--- src/rtl/lc3_fetch_queue.sv ---
// LC3 instruction prefetch queue: circular buffer of {pc, instr} between imem and decode.
// Flush on redirect, next-PC for decode, and a registered PC-sequence error pulse.
module lc3_fetch_queue #(
    parameter int DEPTH = 4,
    parameter int CNT_W = $clog2(DEPTH + 1)
) (
    input  logic             clock,
    input  logic             reset,
    input  logic             flush,
    input  logic             in_valid,
    input  logic [15:0]      in_pc,
    input  logic [15:0]      in_instr,
    output logic             in_ready,
    output logic             out_valid,
    output logic [15:0]      out_pc,
    output logic [15:0]      out_npc,
    output logic [15:0]      out_instr,
    input  logic             out_ready,
    output logic [CNT_W-1:0] count,
    output logic             seq_err
);
    localparam int PTR_W = $clog2(DEPTH);

    typedef struct packed {
        logic [15:0] pc;
        logic [15:0] instr;
    } entry_t;

    entry_t     mem_q [DEPTH];
    logic [PTR_W-1:0] rd_ptr_q, rd_ptr_d;
    logic [PTR_W-1:0] wr_ptr_q, wr_ptr_d;
    logic [CNT_W-1:0] count_q, count_d;
    logic [15:0]      last_pc_q, last_pc_d;
    logic             have_last_q, have_last_d;
    logic             seq_err_q, seq_err_d;
    logic             push, pop;
    entry_t           head;

    // Handshakes depend only on state and flush, never on in_valid/out_ready.
    assign in_ready  = !flush && (count_q != CNT_W'(DEPTH));
    assign out_valid = !flush && (count_q != '0);
    assign push      = in_valid && in_ready;
    assign pop       = out_valid && out_ready;

    assign head      = mem_q[rd_ptr_q];
    assign out_pc    = head.pc;
    assign out_instr = head.instr;
    assign out_npc   = head.pc + 16'd1;
    assign count     = count_q;
    assign seq_err   = seq_err_q;

    always_comb begin
        rd_ptr_d    = rd_ptr_q;
        wr_ptr_d    = wr_ptr_q;
        count_d     = count_q;
        last_pc_d   = last_pc_q;
        have_last_d = have_last_q;
        seq_err_d   = 1'b0;
        if (flush) begin
            rd_ptr_d    = '0;
            wr_ptr_d    = '0;
            count_d     = '0;
            have_last_d = 1'b0;
        end else begin
            if (push) begin
                wr_ptr_d    = wr_ptr_q + PTR_W'(1);
                last_pc_d   = in_pc;
                have_last_d = 1'b1;
                seq_err_d   = have_last_q && (in_pc != last_pc_q + 16'd1);
            end
            if (pop)
                rd_ptr_d = rd_ptr_q + PTR_W'(1);
            if (push && !pop)
                count_d = count_q + CNT_W'(1);
            else if (pop && !push)
                count_d = count_q - CNT_W'(1);
        end
    end

    always_ff @(posedge clock) begin
        if (reset) begin
            rd_ptr_q    <= '0;
            wr_ptr_q    <= '0;
            count_q     <= '0;
            last_pc_q   <= '0;
            have_last_q <= 1'b0;
            seq_err_q   <= 1'b0;
        end else begin
            rd_ptr_q    <= rd_ptr_d;
            wr_ptr_q    <= wr_ptr_d;
            count_q     <= count_d;
            last_pc_q   <= last_pc_d;
            have_last_q <= have_last_d;
            seq_err_q   <= seq_err_d;
        end
    end

    // Storage is not reset; stale contents are unreachable once pointers clear.
    always_ff @(posedge clock) begin
        if (push && !reset)
            mem_q[wr_ptr_q] <= '{pc: in_pc, instr: in_instr};
    end
endmodule

--- config.mk ---
export PLATFORM = sky130hd
export DESIGN_NAME = lc3_fetch_queue
export DESIGN_NICKNAME = d
export VERILOG_FILES = /design/src/rtl/lc3_fetch_queue.sv
export SDC_FILE = /design/constraint.sdc
export NUM_CORES = 1
export LEC_CHECK = 0
export ABC_AREA = 0
export CORE_MARGIN = 10
export CORE_UTILIZATION = 60
export CTS_BUF_LIST = sky130_fd_sc_hd__clkbuf_8
export CTS_CLUSTER_SIZE = 30
export DETAILED_ROUTE_END_ITERATION = 8
export HOLD_SLACK_MARGIN = 0.15
export PLACE_DENSITY = 0.87
export SYNTH_ARGS = -nofsm -noshare
export SYNTH_HDL_FRONTEND = slang
export SYNTH_SLANG_ARGS = --single-unit
--- constraint.sdc ---
create_clock -name clock -period 4.7 [get_ports clock]
set_input_delay 0.94 -clock clock [delete_from_list [all_inputs] [get_ports clock]]
set_output_delay 0.94 -clock clock [all_outputs]
set_load 0.02 [all_outputs]
==> results of run 1 <==
[layer usage]
layer	GRT usage [%]	up-vias	routed length, µm
li1	-	1668	-
met1	21.83	1810	5192
met2	30.89	152	6899
met3	4.751	21	1020
met4	7.496	0	275
met5	0	-	0
[metrics by stage]
stage          power (µW)  cells
4_1_cts              2816    632
2_1_floorplan        1662    379
6_report             2797    632
3_5_place_dp         1770    600
5_1_grt              2890    632
3_3_place_gp         1760    600
[final cells by class]
class,instances,share of cell area (%)
clock buffer,17,2.951
clock inverter,15,2.431
inverter,5,0.2367
multi-input combinational,205,24.70
sequential,155,55.32
tap,136,2.146
timing repair buffer,99,12.22
[flip-flops by register name (all words and copies together), names as in the netlist, named ones only]
| name | cells |
|---|---|
| have_last_q | 1 |
| count | 3 |
| mem_q | 128 |
| seq_err | 1 |
| rd_ptr_q | 2 |
| wr_ptr_q | 2 |
| last_pc_q | 16 |
[worst max-delay path, cell delays in order, from the launching register on]
cell             delay, ns
dfxtp_2               0.66
mux4_2                0.63
and2_1                0.20
and3_1                0.20
and2_1                0.21
nand3_1               0.13
xnor2_1               0.12
clkdlybuf4s50_1       0.63
[power breakdown]
group / leakage (µW) / switching [µW] / internal (µW)
Combinational: 0.00102 / 113 / 107
Clock: 0.000228 / 441 / 616
Sequential: 0.00138 / 15.8 / 1510
Total: 0.00262 / 569 / 2230
[how the worst min path moves through the flow]
| stage | from | endpoint | slack [ns] | cells past startpoint |
|---|---|---|---|---|
| after floorplan | have_last_q$_SDFFE_PP0P_ | seq_err$_SDFF_PP0_ | 0.41 | 2 |
| final | have_last_q$_SDFFE_PP0P_ | seq_err$_SDFF_PP0_ | 0.48 | 2 |
| after CTS | have_last_q$_SDFFE_PP0P_ | seq_err$_SDFF_PP0_ | 0.47 | 2 |
| after global routing | have_last_q$_SDFFE_PP0P_ | seq_err$_SDFF_PP0_ | 0.49 | 2 |
| after detailed placement | have_last_q$_SDFFE_PP0P_ | seq_err$_SDFF_PP0_ | 0.46 | 2 |
| after global placement | have_last_q$_SDFFE_PP0P_ | seq_err$_SDFF_PP0_ | 0.46 | 2 |
[cell usage in the layout, fill, tap and decap left out, types with 9 or more instances in the layout]
master             n
clkdlybuf4s50_1   90
and2_1            11
edfxtp_1         128
inv_1             10
buf_4              9
clkbuf_8          17
nor2_1            29
mux2i_1           19
xor2_1            13
mux4_2            25
dfxtp_1           26
nand2_1           18
xnor2_1           27
[cells by family after synthesis]
family          after synthesis  synth area share (%)
flops                       155                 68.03
buf+inv                      19                 1.592
fa+ha+maj                     8                 1.670
compound gates               19                 1.825
simple gates                 87                 6.911
mux                          51                 14.54
xor+xnor                     40                 5.436
==> metrics.txt, run 1 <==
root buf cell clkbuf_8; Tightest Pin Transition 0.7082 ns; r2r startpoint count[0]$_SDFFE_PP0P_; CP Class register to primary output; vias in the first global route around 3900; nets@finish roughly 530; ANT cells 0; Synth area leaders edfxtp_1 (60%), mux4_2 (8.7%), dfxtp_1 (8.4%); P&R area growth vs syn 23.01%; P_leak ~0.0026 µW; Clock Path Buffers 2; Max VDD drop 0.2474 mV; antenna violation net count after detailed routing 0; R2R Setup Slk 2.15 ns; Top FF cell, synth edfxtp_1; Post-DP HPWL ~9.0 mm; Tot GR Track Use between 10% and 20%; Core Util, Final between 70% and 80%; relative slew slack 52.64%; Hold WS about 0.48 ns; Post-synth top cells edfxtp_1 (128), nor2_1 (29), dfxtp_1 (27), xnor2_1 (27), mux4_2 (25); most frequent cell after synthesis edfxtp_1; status completed; fill count ~590; Die Ht 123.6 µm; total die area 15290 µm²; # hold bufs at CTS 0; reg-to-reg critical path endpoint count[2]$_SDFFE_PP0P_; Worst Setup End Kind primary output; Multi-input gate area between 1500 and 2000 µm²; max frequency between 0.2 and 0.25 GHz; share of cells above drive strength 1 ~13%; Vias about 3700; YS warnings 0; post-synth net total between 400 and 500; Hold Path Class register to register; CTS tree done; FF/Latch Area roughly 4400 µm²; Final Max Slew Viols 0; worst setup path endpoint out_npc[13]; setup TNS 0 ns; Starting Density between 60% and 70%; mapped cell area 6445 µm²; area leader, netlist edfxtp_1; Initial DRC Count around 300; H-Tree Depth 4; Worst Setup Slack, final 0.5462 ns; sequential area share after synthesis 68.03%; worst-path fanout max 16; R2R cell count 9; Num CTS Buffers 17; pin count of the biggest net entering global routing 33; Setup Fix Bufs, Post-CTS 0; first-pass GRT wire length roughly 21 mm; Worst-Skew Late Latency 0.43 ns; antenna violations before repair 0; Synth Instances about 380; CORE AREA roughly 10000 µm²; Routability Congestion roughly 0.83; setup violators final 0; Final min period between 4 and 5 ns; clk sinks roughly 160; wire length per cell 21.18 µm; Hold Vio Cnt, Final 0; Post-Route WL approximately 13 mm; count of different cell masters after synthesis slightly above 40; Pre-antenna DRT Iters 4; DR DRC count 0; IO buf count 90; EDFF count, synth ~130; WP data arrival ~3.2 ns; cell area power density approximately 350 nW/µm²; Clock Skew roughly 0.0088 ns; Worst EP required 3.76 ns; RSZ-0062 raised after global routing no; I/O pin total slightly above 90; Worst-path clk slew approximately 0.070 ns; Post-DP Area ~7500 µm²; DR vias/cell between 5 and 6; die width 123.6 µm; FF+latch count, synth about 160; share of the synthesized area in the top cell type around 60%; mean area per synthesized cell between 15 and 20 µm²; Post-CTS Resized 0; pre-CTS setup slack ~0.96 ns; Worst setup SP type register; final period utilization around nine tenths; Design Area, Final 7928 µm²; Cell Rows 37; max cap viols 0; total grt overflow 0; ys async rst share 0%
(Power assumes the default switching activity.)
==> run 2, diff against run 1 <==
--- a/config.mk
+++ b/config.mk
@@ -6,6 +6,8 @@
 export NUM_CORES = 1
 export LEC_CHECK = 0
 export ABC_AREA = 0
+export ABC_CLOCK_PERIOD_IN_PS = 4700
+export CORE_ASPECT_RATIO = 1.4
 export CORE_MARGIN = 10
 export CORE_UTILIZATION = 60
 export CTS_BUF_LIST = sky130_fd_sc_hd__clkbuf_8
==> run 2 against run 1 <==
Critical path depth did not move. First-iteration DRC count fell by 42%. Worst setup slack got worse by 0.076 ns. Cell count rose by 0.47%. Count of clock-buffer cells in the layout rose by 3. Worst hold slack got worse by 0.019 ns. Total power fell by 0.44%. Die area rose by 0.39%. Critical path type unchanged. Largest power group unchanged.
==> metrics.txt, run 2 (synthesis results as in run 1) <==
status completed; WP data arrival 3.29 ns (+0.08 ns); DR vias/cell 5.649 (-2.2%); setup violators final 0 (unchanged); Vias 3587 (-1.8%); Num CTS Buffers 17 (unchanged); max cap viols 0 (unchanged); logic gate share of total power 7.9% (about the same); Post-CTS Resized 0 (unchanged); Setup Fix Bufs, Post-CTS 0 (unchanged); Pre-antenna DRT Iters 6 (+2); total die area 15350 µm² (+0.39%); DR DRC count 0 (unchanged); Starting Density 61.61% (-0.26 points); most frequent cells in the layout edfxtp_1 (128), clkdlybuf4s50_1 (90), nor2_1 (29); Max VDD drop 0.1983 mV (-20%); Die Ht 142.6 µm (+15%); Worst EP required 3.76 ns (about the same); # hold bufs at CTS 0 (unchanged); Worst setup SP type register; reg-to-reg critical path endpoint count[2]$_SDFFE_PP0P_; antenna violation net count after detailed routing 0 (unchanged); Post-Route WL 12.89 mm (-3.7%); final period utilization 90.00% (+1.6 points); Design Area, Final 7945 µm² (+0.22%); share of cells above drive strength 1 13.68% (+0.78 points); cell area power density 350.6 nW/µm² (-0.66%); Tightest Pin Transition 0.4940 ns (-0.2142 ns); IO buf count 90 (unchanged); worst hold endpoint seq_err$_SDFF_PP0_; ANT cells 0 (unchanged); CTS tree done; clock share of power 37.5% (-0.3 points); P_sw 561.2 µW (-1.4%); H-Tree Depth 4 (unchanged); Largest Register mem_q; Seq pwr share 54.6% (+0.2 points); Internal Power 2224 µW (-0.18%); Post-DP HPWL 9.079 mm (+0.50%); Final min period 4.230 ns (+0.07632 ns); P&R area growth vs syn 23.28%; first-pass GRT wire length 20.32 mm (-2.8%); R2R cell count 9 (unchanged); pin count of the biggest net entering global routing 33 (unchanged); Multi-input gate area 1958 µm² (unchanged); die width 107.6 µm (-13%); vias in the first global route 3850 (-0.90%); sw frac 20.15% (-0.20 points); most common cell after layout, fill and taps aside edfxtp_1; Worst-Skew Late Latency 0.43 ns (about the same); Worst-path clk slew 0.07 ns (about the same); antenna violations before repair 0 (unchanged); P_leak 0.002632 µW (+0.29%); root buf cell clkbuf_8; total grt overflow 0 (unchanged); Hold WS 0.4559 ns (-0.01947 ns); Clock Skew 0.007296 ns (-0.001517 ns); worst-path fanout max 15 (-1); FF/Latch Area 4385 µm² (unchanged); WHS Path Cells 2 (unchanged); CORE AREA 10460 µm² (+0.42%); I/O pin total 91 (unchanged); relative slew slack 67.06% (+14 points); Clock Path Buffers 2 (unchanged); r2r startpoint count[0]$_SDFFE_PP0P_; clk sinks 155 (unchanged); Final Max Slew Viols 0 (unchanged); Hold Vio Cnt, Final 0 (unchanged); max FFs per register 128 (unchanged); max frequency 0.2364 GHz (-1.8%); Post-DP Area 7511 µm² (+0.13%); Core Util, Final 75.96% (-0.15 points); Cell Rows 44 (+19%); Tot GR Track Use 17.47% (-0.78 points); Hold Crit Start have_last_q$_SDFFE_PP0P_; nets@finish 529 (+0.19%); CP Class register to primary output; R2R Setup Slk 2.17 ns (+0.02 ns); fill count 623 (+6.1%); Worst Setup End Kind primary output; Initial DRC Count 171 (-42%); Hold Path Class register to register; wire length per cell 20.30 µm (-4.2%); RSZ-0062 raised after global routing no; setup TNS 0 ns (unchanged); Routability Congestion 0.7917 (-4.8%)
## run 2: cell count changes in the layout (fill, tap and decap cells not counted)
cell,previous run,this run
clkinv_1,3,0
bufinv_16,5,4
buf_4,9,10
clkbuf_8,17,20
clkinvlp_4,1,2
## run 2: final cells by class
cell class	instances	area share, %
clock buffers	20	3.465
clock inverters	12	2.000
inverters	5	0.2362
multi-input cells	205	24.65
flip-flops and latches	155	55.20
well taps	138	2.173
repair buffers	100	12.28
## run 2: worst max-delay path: stages (launching register included)
cell             delay, ns
dfxtp_2               0.64
buf_4                 0.33
mux4_1                0.66
and3_4                0.22
and3_4                0.18
nand2_1               0.07
xnor2_1               0.12
clkdlybuf4s50_1       0.64
## run 2: metal layers
metal  GRT usage (%)  up-vias  routed length [µm]
met5               0        -                   0
met2           30.37      102                6953
met3           4.910       19                 717
met4           8.110        0                 282
li1                -     1668                   -
met1           19.27     1798                4937
## run 2: power by group through the flow
stage	Sequential (µW)	Clock (µW)	Combinational, µW
final	1520	1040	220
after detailed placement	1550	0	220
after global placement	1550	0	213
after global routing	1520	1120	236
after CTS	1520	1070	222
after floorplan	1550	0	113
## run 2: stage by stage
stage          setup slack [ns]  cells  power, µW
2_1_floorplan             1.603    379       1662
3_3_place_gp             0.9374    603       1762
3_5_place_dp             0.8753    603       1771
4_1_cts                  0.3896    635       2810
5_1_grt                  0.2840    635       2881
6_report                 0.4699    635       2785
## run 2: how the worst max path moves through the flow
stage	cells after the start	start	slack [ns]	to
2_1_floorplan	10	flush	1.60	count[2]$_SDFFE_PP0P_
6_report	7	register	0.47	out_npc[14]
4_1_cts	7	register	0.39	out_npc[14]
3_3_place_gp	7	register	0.94	out_npc[14]
3_5_place_dp	7	register	0.88	out_npc[14]
5_1_grt	7	register	0.28	out_npc[14]
==> run 3, diff against run 2 <==
--- a/config.mk
+++ b/config.mk
@@ -7,7 +7,6 @@
 export LEC_CHECK = 0
 export ABC_AREA = 0
 export ABC_CLOCK_PERIOD_IN_PS = 4700
-export CORE_ASPECT_RATIO = 1.4
 export CORE_MARGIN = 10
 export CORE_UTILIZATION = 60
 export CTS_BUF_LIST = sky130_fd_sc_hd__clkbuf_8
==> results of run 3 <==
No change in the layout: final DEF, timing and power equal those of run 1.
